==> config.mk <==
export PLATFORM = sky130hd
export DESIGN_NAME = tt_um_serial_add_ctrl
export DESIGN_NICKNAME = d
export VERILOG_FILES = /design/src/rtl/tt_sadd_pkg.sv /design/src/rtl/ha_cell.sv /design/src/rtl/tt_um_serial_add_ctrl.sv
export SDC_FILE = /design/constraint.sdc
export NUM_CORES = 1
export LEC_CHECK = 0
export CAP_MARGIN = 20
export CORE_MARGIN = 4
export CORE_UTILIZATION = 47
export DETAILED_ROUTE_END_ITERATION = 6
export GPL_TIMING_DRIVEN = 0
export PLACE_DENSITY = 0.78
export SLEW_MARGIN = 20
export SYNTH_ARGS = -nofsm -noshare
export SYNTH_HDL_FRONTEND = slang
export SYNTH_SLANG_ARGS = --single-unit
==> constraint.sdc <==
create_clock -name clk -period 4.1 [get_ports clk]
set_input_delay 1.23 -clock clk [delete_from_list [all_inputs] [get_ports clk]]
set_output_delay 1.23 -clock clk [all_outputs]
set_load 0.1 [all_outputs]
==> src/rtl/tt_sadd_pkg.sv <==
// rtl/tt_sadd_pkg.sv - shared width, state encoding and uio bit map for the serial adder
package tt_sadd_pkg;

  localparam int WIDTH = 8;

  typedef enum logic [1:0] {
    IDLE = 2'd0,
    RUN  = 2'd1,
    DONE = 2'd2
  } state_t;

  // uio_in control strobes
  localparam int LOAD_A_BIT    = 0;
  localparam int LOAD_B_BIT    = 1;
  localparam int START_BIT     = 2;
  localparam int ACK_BIT       = 3;

  // uio_out status flags
  localparam int BUSY_BIT      = 4;
  localparam int DONE_BIT      = 5;
  localparam int CARRY_OUT_BIT = 6;

endpackage

==> src/rtl/ha_cell.sv <==
// rtl/ha_cell.sv - half adder; two of these plus an OR form the serial full adder
module ha_cell (
  input  logic a,
  input  logic b,
  output logic sum,
  output logic carry
);

  assign sum   = a ^ b;
  assign carry = a & b;

endmodule

==> src/rtl/tt_um_serial_add_ctrl.sv <==
// rtl/tt_um_serial_add_ctrl.sv - bit-serial unsigned adder with load/start/ack handshake
module tt_um_serial_add_ctrl #(
  parameter int WIDTH = tt_sadd_pkg::WIDTH
) (
  input  logic       clk,
  input  logic       rst_n,
  input  logic       ena,
  input  logic [7:0] ui_in,
  input  logic [7:0] uio_in,
  output logic [7:0] uo_out,
  output logic [7:0] uio_out,
  output logic [7:0] uio_oe
);

  import tt_sadd_pkg::*;

  localparam int CNT_W = $clog2(WIDTH);

  state_t             state_q, state_d;
  logic [WIDTH-1:0]   a_q, a_d;
  logic [WIDTH-1:0]   b_q, b_d;
  logic [WIDTH-1:0]   result_q, result_d;
  logic [CNT_W-1:0]   cnt_q, cnt_d;
  logic               carry_q, carry_d;
  logic               cout_q, cout_d;

  logic load_a, load_b, start, ack;
  logic s0, c0, fa_sum, c1, fa_carry;
  logic unused_uio_bits;

  assign load_a = uio_in[LOAD_A_BIT];
  assign load_b = uio_in[LOAD_B_BIT];
  assign start  = uio_in[START_BIT];
  assign ack    = uio_in[ACK_BIT];
  assign unused_uio_bits = ^uio_in[7:4];

  // Full adder on the LSBs of the shift registers and the running carry
  ha_cell u_ha_ab (
    .a     (a_q[0]),
    .b     (b_q[0]),
    .sum   (s0),
    .carry (c0)
  );

  ha_cell u_ha_c (
    .a     (s0),
    .b     (carry_q),
    .sum   (fa_sum),
    .carry (c1)
  );

  assign fa_carry = c0 | c1;

  always_ff @(posedge clk) begin
    if (!rst_n) begin
      state_q  <= IDLE;
      a_q      <= '0;
      b_q      <= '0;
      result_q <= '0;
      cnt_q    <= '0;
      carry_q  <= 1'b0;
      cout_q   <= 1'b0;
    end else if (ena) begin
      state_q  <= state_d;
      a_q      <= a_d;
      b_q      <= b_d;
      result_q <= result_d;
      cnt_q    <= cnt_d;
      carry_q  <= carry_d;
      cout_q   <= cout_d;
    end
  end

  always_comb begin
    state_d  = state_q;
    a_d      = a_q;
    b_d      = b_q;
    result_d = result_q;
    cnt_d    = cnt_q;
    carry_d  = carry_q;
    cout_d   = cout_q;

    case (state_q)
      IDLE: begin
        if (load_a) a_d = ui_in[WIDTH-1:0];
        if (load_b) b_d = ui_in[WIDTH-1:0];
        // A start coinciding with a load is dropped so operands are never half-updated
        if (start && !load_a && !load_b) begin
          result_d = '0;
          carry_d  = 1'b0;
          cnt_d    = '0;
          state_d  = RUN;
        end
      end
      RUN: begin
        a_d      = a_q >> 1;
        b_d      = b_q >> 1;
        result_d = {fa_sum, result_q[WIDTH-1:1]};
        carry_d  = fa_carry;
        cnt_d    = cnt_q + 1'b1;
        if (cnt_q == CNT_W'(WIDTH - 1)) begin
          cout_d  = fa_carry;
          state_d = DONE;
        end
      end
      DONE: begin
        if (ack) state_d = IDLE;
      end
      default: state_d = IDLE;
    endcase
  end

  always_comb begin
    uio_out                = '0;
    uio_out[BUSY_BIT]      = (state_q == RUN);
    uio_out[DONE_BIT]      = (state_q == DONE);
    uio_out[CARRY_OUT_BIT] = cout_q;
  end

  assign uo_out = result_q;
  assign uio_oe = 8'b1111_0000;

endmodule
Word-level counts from Yosys, hierarchy flattened
Cells that the tools add are included.
{"block": "totals", "regBits": 31, "rom_bits": 0, "latch_bits": 0, "input_bits": 19, "out_inout_bits": 24, "ramBits": 0, "memories": 0}
{"block": "op_classes", "n_shift": 0, "bitwise": 5, "reduce_logical": 11, "add_sub_neg": 1, "magnitude_cmp": 0, "n_eq_ne": 8, "div": 0, "mul": 0, "muxes": 14}
{"cell": "case mux 8 bit (2 select lines)", "n": 3}
{"cell": "two-way mux 8 bit", "n": 3}
{"cell": "AND reduction 3 bit", "n": 4}
{"cell": "!= test 2 bit (second input constant)", "n": 4}
{"cell": "two-way mux 2 bit", "n": 3}
{"cell": "case mux 2 bit (3 select lines)", "n": 1}
{"cell": "case mux 3 bit (2 select lines)", "n": 1}
{"cell": "AND reduction 4 bit", "n": 1}
{"cell": "adder 3 x 1 -> 3 bit (second input constant)", "n": 1}
{"cell": "equality test 3 bit (second input constant)", "n": 1}
{"cell": "two-way mux 3 bit", "n": 1}
{"cell": "AND 1 bit", "n": 2}
{"cell": "equality test 2 x 1 -> 1 bit (second input constant)", "n": 1}
{"cell": "equality test 2 bit (second input constant)", "n": 1}
{"cell": "logical AND 1 bit", "n": 2}
{"cell": "zero test 1 bit", "n": 2}
{"cell": "zero test 2 bit", "n": 1}
{"cell": "!= test 2 x 1 -> 1 bit (second input constant)", "n": 1}
{"cell": "case mux 1 bit (2 select lines)", "n": 1}
{"cell": "nonzero test 2 bit", "n": 1}
{"cell": "bitwise XOR 1 bit", "n": 2}
{"cell": "two-way mux 1 bit", "n": 1}
{"cell": "bitwise OR 1 bit", "n": 1}

Depth between registers and ports, before layout
{"block": "logic_depth", "ltp_word": 5, "depth_mapped": 5, "ltp_nobuf": 5}

Hierarchy
From an unflattened synthesis, not the netlist that was laid out.
{"block": "hier_totals", "hier_cells": 183, "area_unflattened_um2": 1549.0}
{"mod": "tt_um_serial_add_ctrl", "area_each_um2": 1524.0, "seq_area_each_um2": 620.6, "cells_per_inst": 181, "n_inst": 1}
{"mod": "ha_cell", "area_each_um2": 12.5, "seq_area_each_um2": 0.0, "cells_per_inst": 1, "n_inst": 2}

Least setup slack after synthesis
No wires, ideal clock.
{"block": "synth_path", "path_type": "register -> output", "from": "reg state_q[0]", "to": "out uio_out[5]", "path_buffers": 3, "stages_incl_launch_ff": 5, "arrival_time_ns": 2.136, "path_slack_ns": 0.734, "cell_sequence": "dfxtp_1 -> buf_2 -> buf_2 -> clkbuf_1 -> nor2b_1"}
{"block": "synth_between", "elab_chain_len": 1}
{"element": "start, declared", "line": "tt_um_serial_add_ctrl.sv:19", "source": "state_t state_q, state_d;"}
{"element": "start signal, assigned", "line": "tt_um_serial_add_ctrl.sv:64", "source": "state_q <= state_d;"}
{"element": "equality test 2 bit", "line": "tt_um_serial_add_ctrl.sv:116", "source": "uio_out[DONE_BIT] = (state_q == DONE);"}
{"element": "end, declared", "line": "tt_um_serial_add_ctrl.sv:11", "source": "output logic [7:0] uio_out,"}
Every way passes these cells.

Worst setup path after layout
Same ends and word-level chain as after synthesis.

==> impl_metrics.py <==
metrics = {
    "power": {
        "max-vdd-ir-drop_mv": 0.206,
        "power_uw": 670,
        "p_leak_nw": 0.929,
        "p_per_area_mw_per_mm2": 328,
    },
    "route": {
        "dr.first_iter.drc_count": 49,
        "vias": 1378,
        "wl_per_cell_um": 13.0,
        "antenna_left": 0,
        "first_pass_iters": 4,
        "via_per_inst": 5.16,
        "drc_errors": 0,
        "wl_mm": 3.48,
    },
    "worst_setup_path": {
        "cp-end-kind": "primary output",
        "crit_required_ns": 2.87,
        "critical_path_class": "reg -> out",
        "regToRegStartpoint": "state_q[0]$_SDFFE_PN0P_",
        "startpoint_type": "flop",
        "crit_fanout": 10,
        "reg2reg_depth": 5,
        "arrival_ns": 2.52,
        "reg2reg_slack_ns": 2.65,
        "r2r_end": "uo_out[0]$_SDFFE_PN0P_",
    },
    "outcome": {
        "status": "finished clean",
    },
    "placed_design": {
        "place_congestion": 0.807,
        "dpl.hpwl_mm": 2.53,
        "place_ws_ns": 0.706,
        "port_buffers": 25,
        "dp_cells": 259,
        "placed_area_mm2": 0.00199,
    },
    "global_routing": {
        "antenna_found_initial": 0,
        "grt_use_total_pct": 15.9,
        "gr-total-overflow": 0,
        "use_met1_pct": 19.2,
        "met3_usage_pct": 4.55,
        "grt.busiest_layer": "met2",
        "grt_pass1_wl_mm": 5.48,
        "grt_pass1_vias": 1246,
        "grt_max_degree": 11,
        "grtUsageMet2_pct": 26.4,
    },
    "floorplanning": {
        "die_area_mm2": 0.00450,
        "core-area_mm2": 0.00336,
        "die_y_um": 67.1,
        "start_util_pct": 48.8,
        "die_w_um": 67.1,
        "top_level_ports": 43,
        "rows": 21,
    },
    "layout": {
        "fillers": 326,
        "design_area_mm2": 0.00204,
        "syn2layout_area_growth_pct": 24.3,
        "final_nets": 242,
        "final_cells": 267,
        "drive_gt1_share_pct": 13.6,
        "antennaDiodeCount": 0,
    },
    "clock_network": {
        "clockBufferDepth": 2,
        "h-tree-depth": 2,
        "numCtsBuffers": 5,
        "cts_setup_buffers": 0,
        "postCtsHoldBufs": 0,
        "cts.reportedPaths.clkPinSlew_ns": 0.09,
        "cts_sinks": 31,
        "cts_root_buf": "clkbuf_4",
        "clk_latency_ns": 0.33,
        "cts_tree": "built",
        "cts_resized": 0,
    },
    "synthesis": {
        "ys_ff_latch": 31,
        "synth_cell_types": 29,
        "synth_edf_count": 0,
        "synth-async-reset-ratio_pct": 0,
        "synth_cells": 177,
        "netlist_area_mm2": 0.00164,
        "ys_seq_area_share_pct": 37.8,
        "synth-main-ff-cell": "dfxtp_1",
        "yosysWarnings": 0,
        "syn_avg_cell_area_um2": 9.27,
    },
    "flow_run": {
        "maxCapViolations": 0,
    },
    "min_path": {
        "hold_path_depth": 1,
        "hold_path_class": "reg -> reg",
        "worst_hold_path.endpoint": "cnt_q[0]$_SDFFE_PN0P_",
        "min_from": "cnt_q[0]$_SDFFE_PN0P_",
    },
    "sta": {
        "fin_crit_ns": 3.75,
        "relSlewSlack_pct": 35.3,
        "rsz0062_at_grt": "no",
        "slew_viol_final": 0,
        "fin_ws_ns": 0.348,
        "setup_violations": 0,
        "finClkSkew_ns": 0.00710,
        "fmax_ghz": 0.267,
        "finalHoldViolations": 0,
        "fin_tns_setup_ns": 0,
        "post-route-period-util_pct": 91.5,
        "worstMarginPinSlew_ns": 0.968,
    },
}
-- Yosys cell counts, drive strengths merged (2+ instances only) --
master   n  area [µm²]
o211a   15         150
conb     2        7.51
inv      6        22.5
nand2    2        7.51
a21oi    9        45.0
nand3   14        70.1
or2      2        12.5
nand3b  12        90.1
a22oi   11        82.6
ha       2        25.0
dfxtp   31         621
clkbuf   7        26.3
buf     21         143
nor2b    3        18.8
nand4    2        12.5
nor2     4        15.0
a21boi   5        37.5
nand2b   3        18.8
o21ai    4        20.0
mux2i   14         140
-- power by group --
part / total (mW) / internal, mW / switching, mW
clock network: 0.170 / 0.0668 / 0.103
logic: 0.176 / 0.0598 / 0.116
registers: 0.324 / 0.316 / 0.00753
total: 0.670 / 0.443 / 0.227
-- cell type report --
class                   instances  area, µm²  area share [%]
plain buffers                  28        169            8.28
multi-input cells             122        867            42.5
repair buffers                 25        250            12.3
well taps                      46       57.6            2.82
inverters                       7       26.3            1.29
clock buffers                   7       45.0            2.21
flip-flops and latches         31        621            30.4
clock inverters                 1       5.00           0.245
-- sequential cells by signal, summed over array words and instances (netlist names) --
register / cells
a_q: 8
b_q: 8
uo_out: 8
cnt_q: 3
state_q: 2
carry_q: 1
cout_q: 1
-- layout by cell type, fill, tap and decap left out, drive strengths merged, types with 9 or more instances in the layout --
cell	n
mux2i	14
o211a	15
a21oi	9
nand3	14
buf	21
nand3b	12
conb	13
a22oi	11
clkdlybuf4s50	25
clkbuf	14
dfxtp	31
-- per-layer routing --
metal,part of all wire [%],vias to the layer above
li1,-,702
met1,44,633
met2,49,37
met3,6.2,6
met4,1.1,0
met5,0,-
-- through the flow --
| stage | utilization (%) | hold WS, ns |
|---|---|---|
| finish | 60.7 | 0.491 |
| detailed placement | 59.2 | 0.464 |
| global placement | 59.2 | 0.453 |
| global route | 60.7 | 0.521 |
| CTS | 60.7 | 0.484 |
| floorplan | - | 0.437 |
-- worst max-delay path: stages (launching register included) --
cell and delay, ns:
dfxtp_1 0.31, buf_2 0.15, buf_2 0.23, clkbuf_1 0.23, nor2b_1 0.14, clkdlybuf4s50_1 1.14
-- cells by family (layout without fill, tap and decap cells) --
group | Yosys count | count (layout) | share of synthesized area [%]
buffers and inverters | 35 | 68 | 11.9
adders and majority gates | 3 | 3 | 2.74
AOI/OAI and AO/OA | 46 | 46 | 21.3
other | 2 | 13 | 0.457
and+or+nand+nor | 46 | 46 | 17.2
muxes | 14 | 14 | 8.54
DFF | 31 | 31 | 37.8
-- worst max path at each step --
stage / cells past startpoint / endpoint / from / slack, ns
final: 5 / uio_out[5] / state_q[0]$_SDFFE_PN0P_ / 0.35
after global routing: 5 / uio_out[5] / state_q[0]$_SDFFE_PN0P_ / 0.25
after CTS: 5 / uio_out[5] / state_q[0]$_SDFFE_PN0P_ / 0.34
after detailed placement: 5 / uio_out[5] / state_q[0]$_SDFFE_PN0P_ / 0.71
after global placement: 5 / uio_out[5] / state_q[0]$_SDFFE_PN0P_ / 0.71
after floorplan: 4 / uio_out[5] / state_q[0]$_SDFFE_PN0P_ / 0.73
Power figures use the tool's default switching activity.
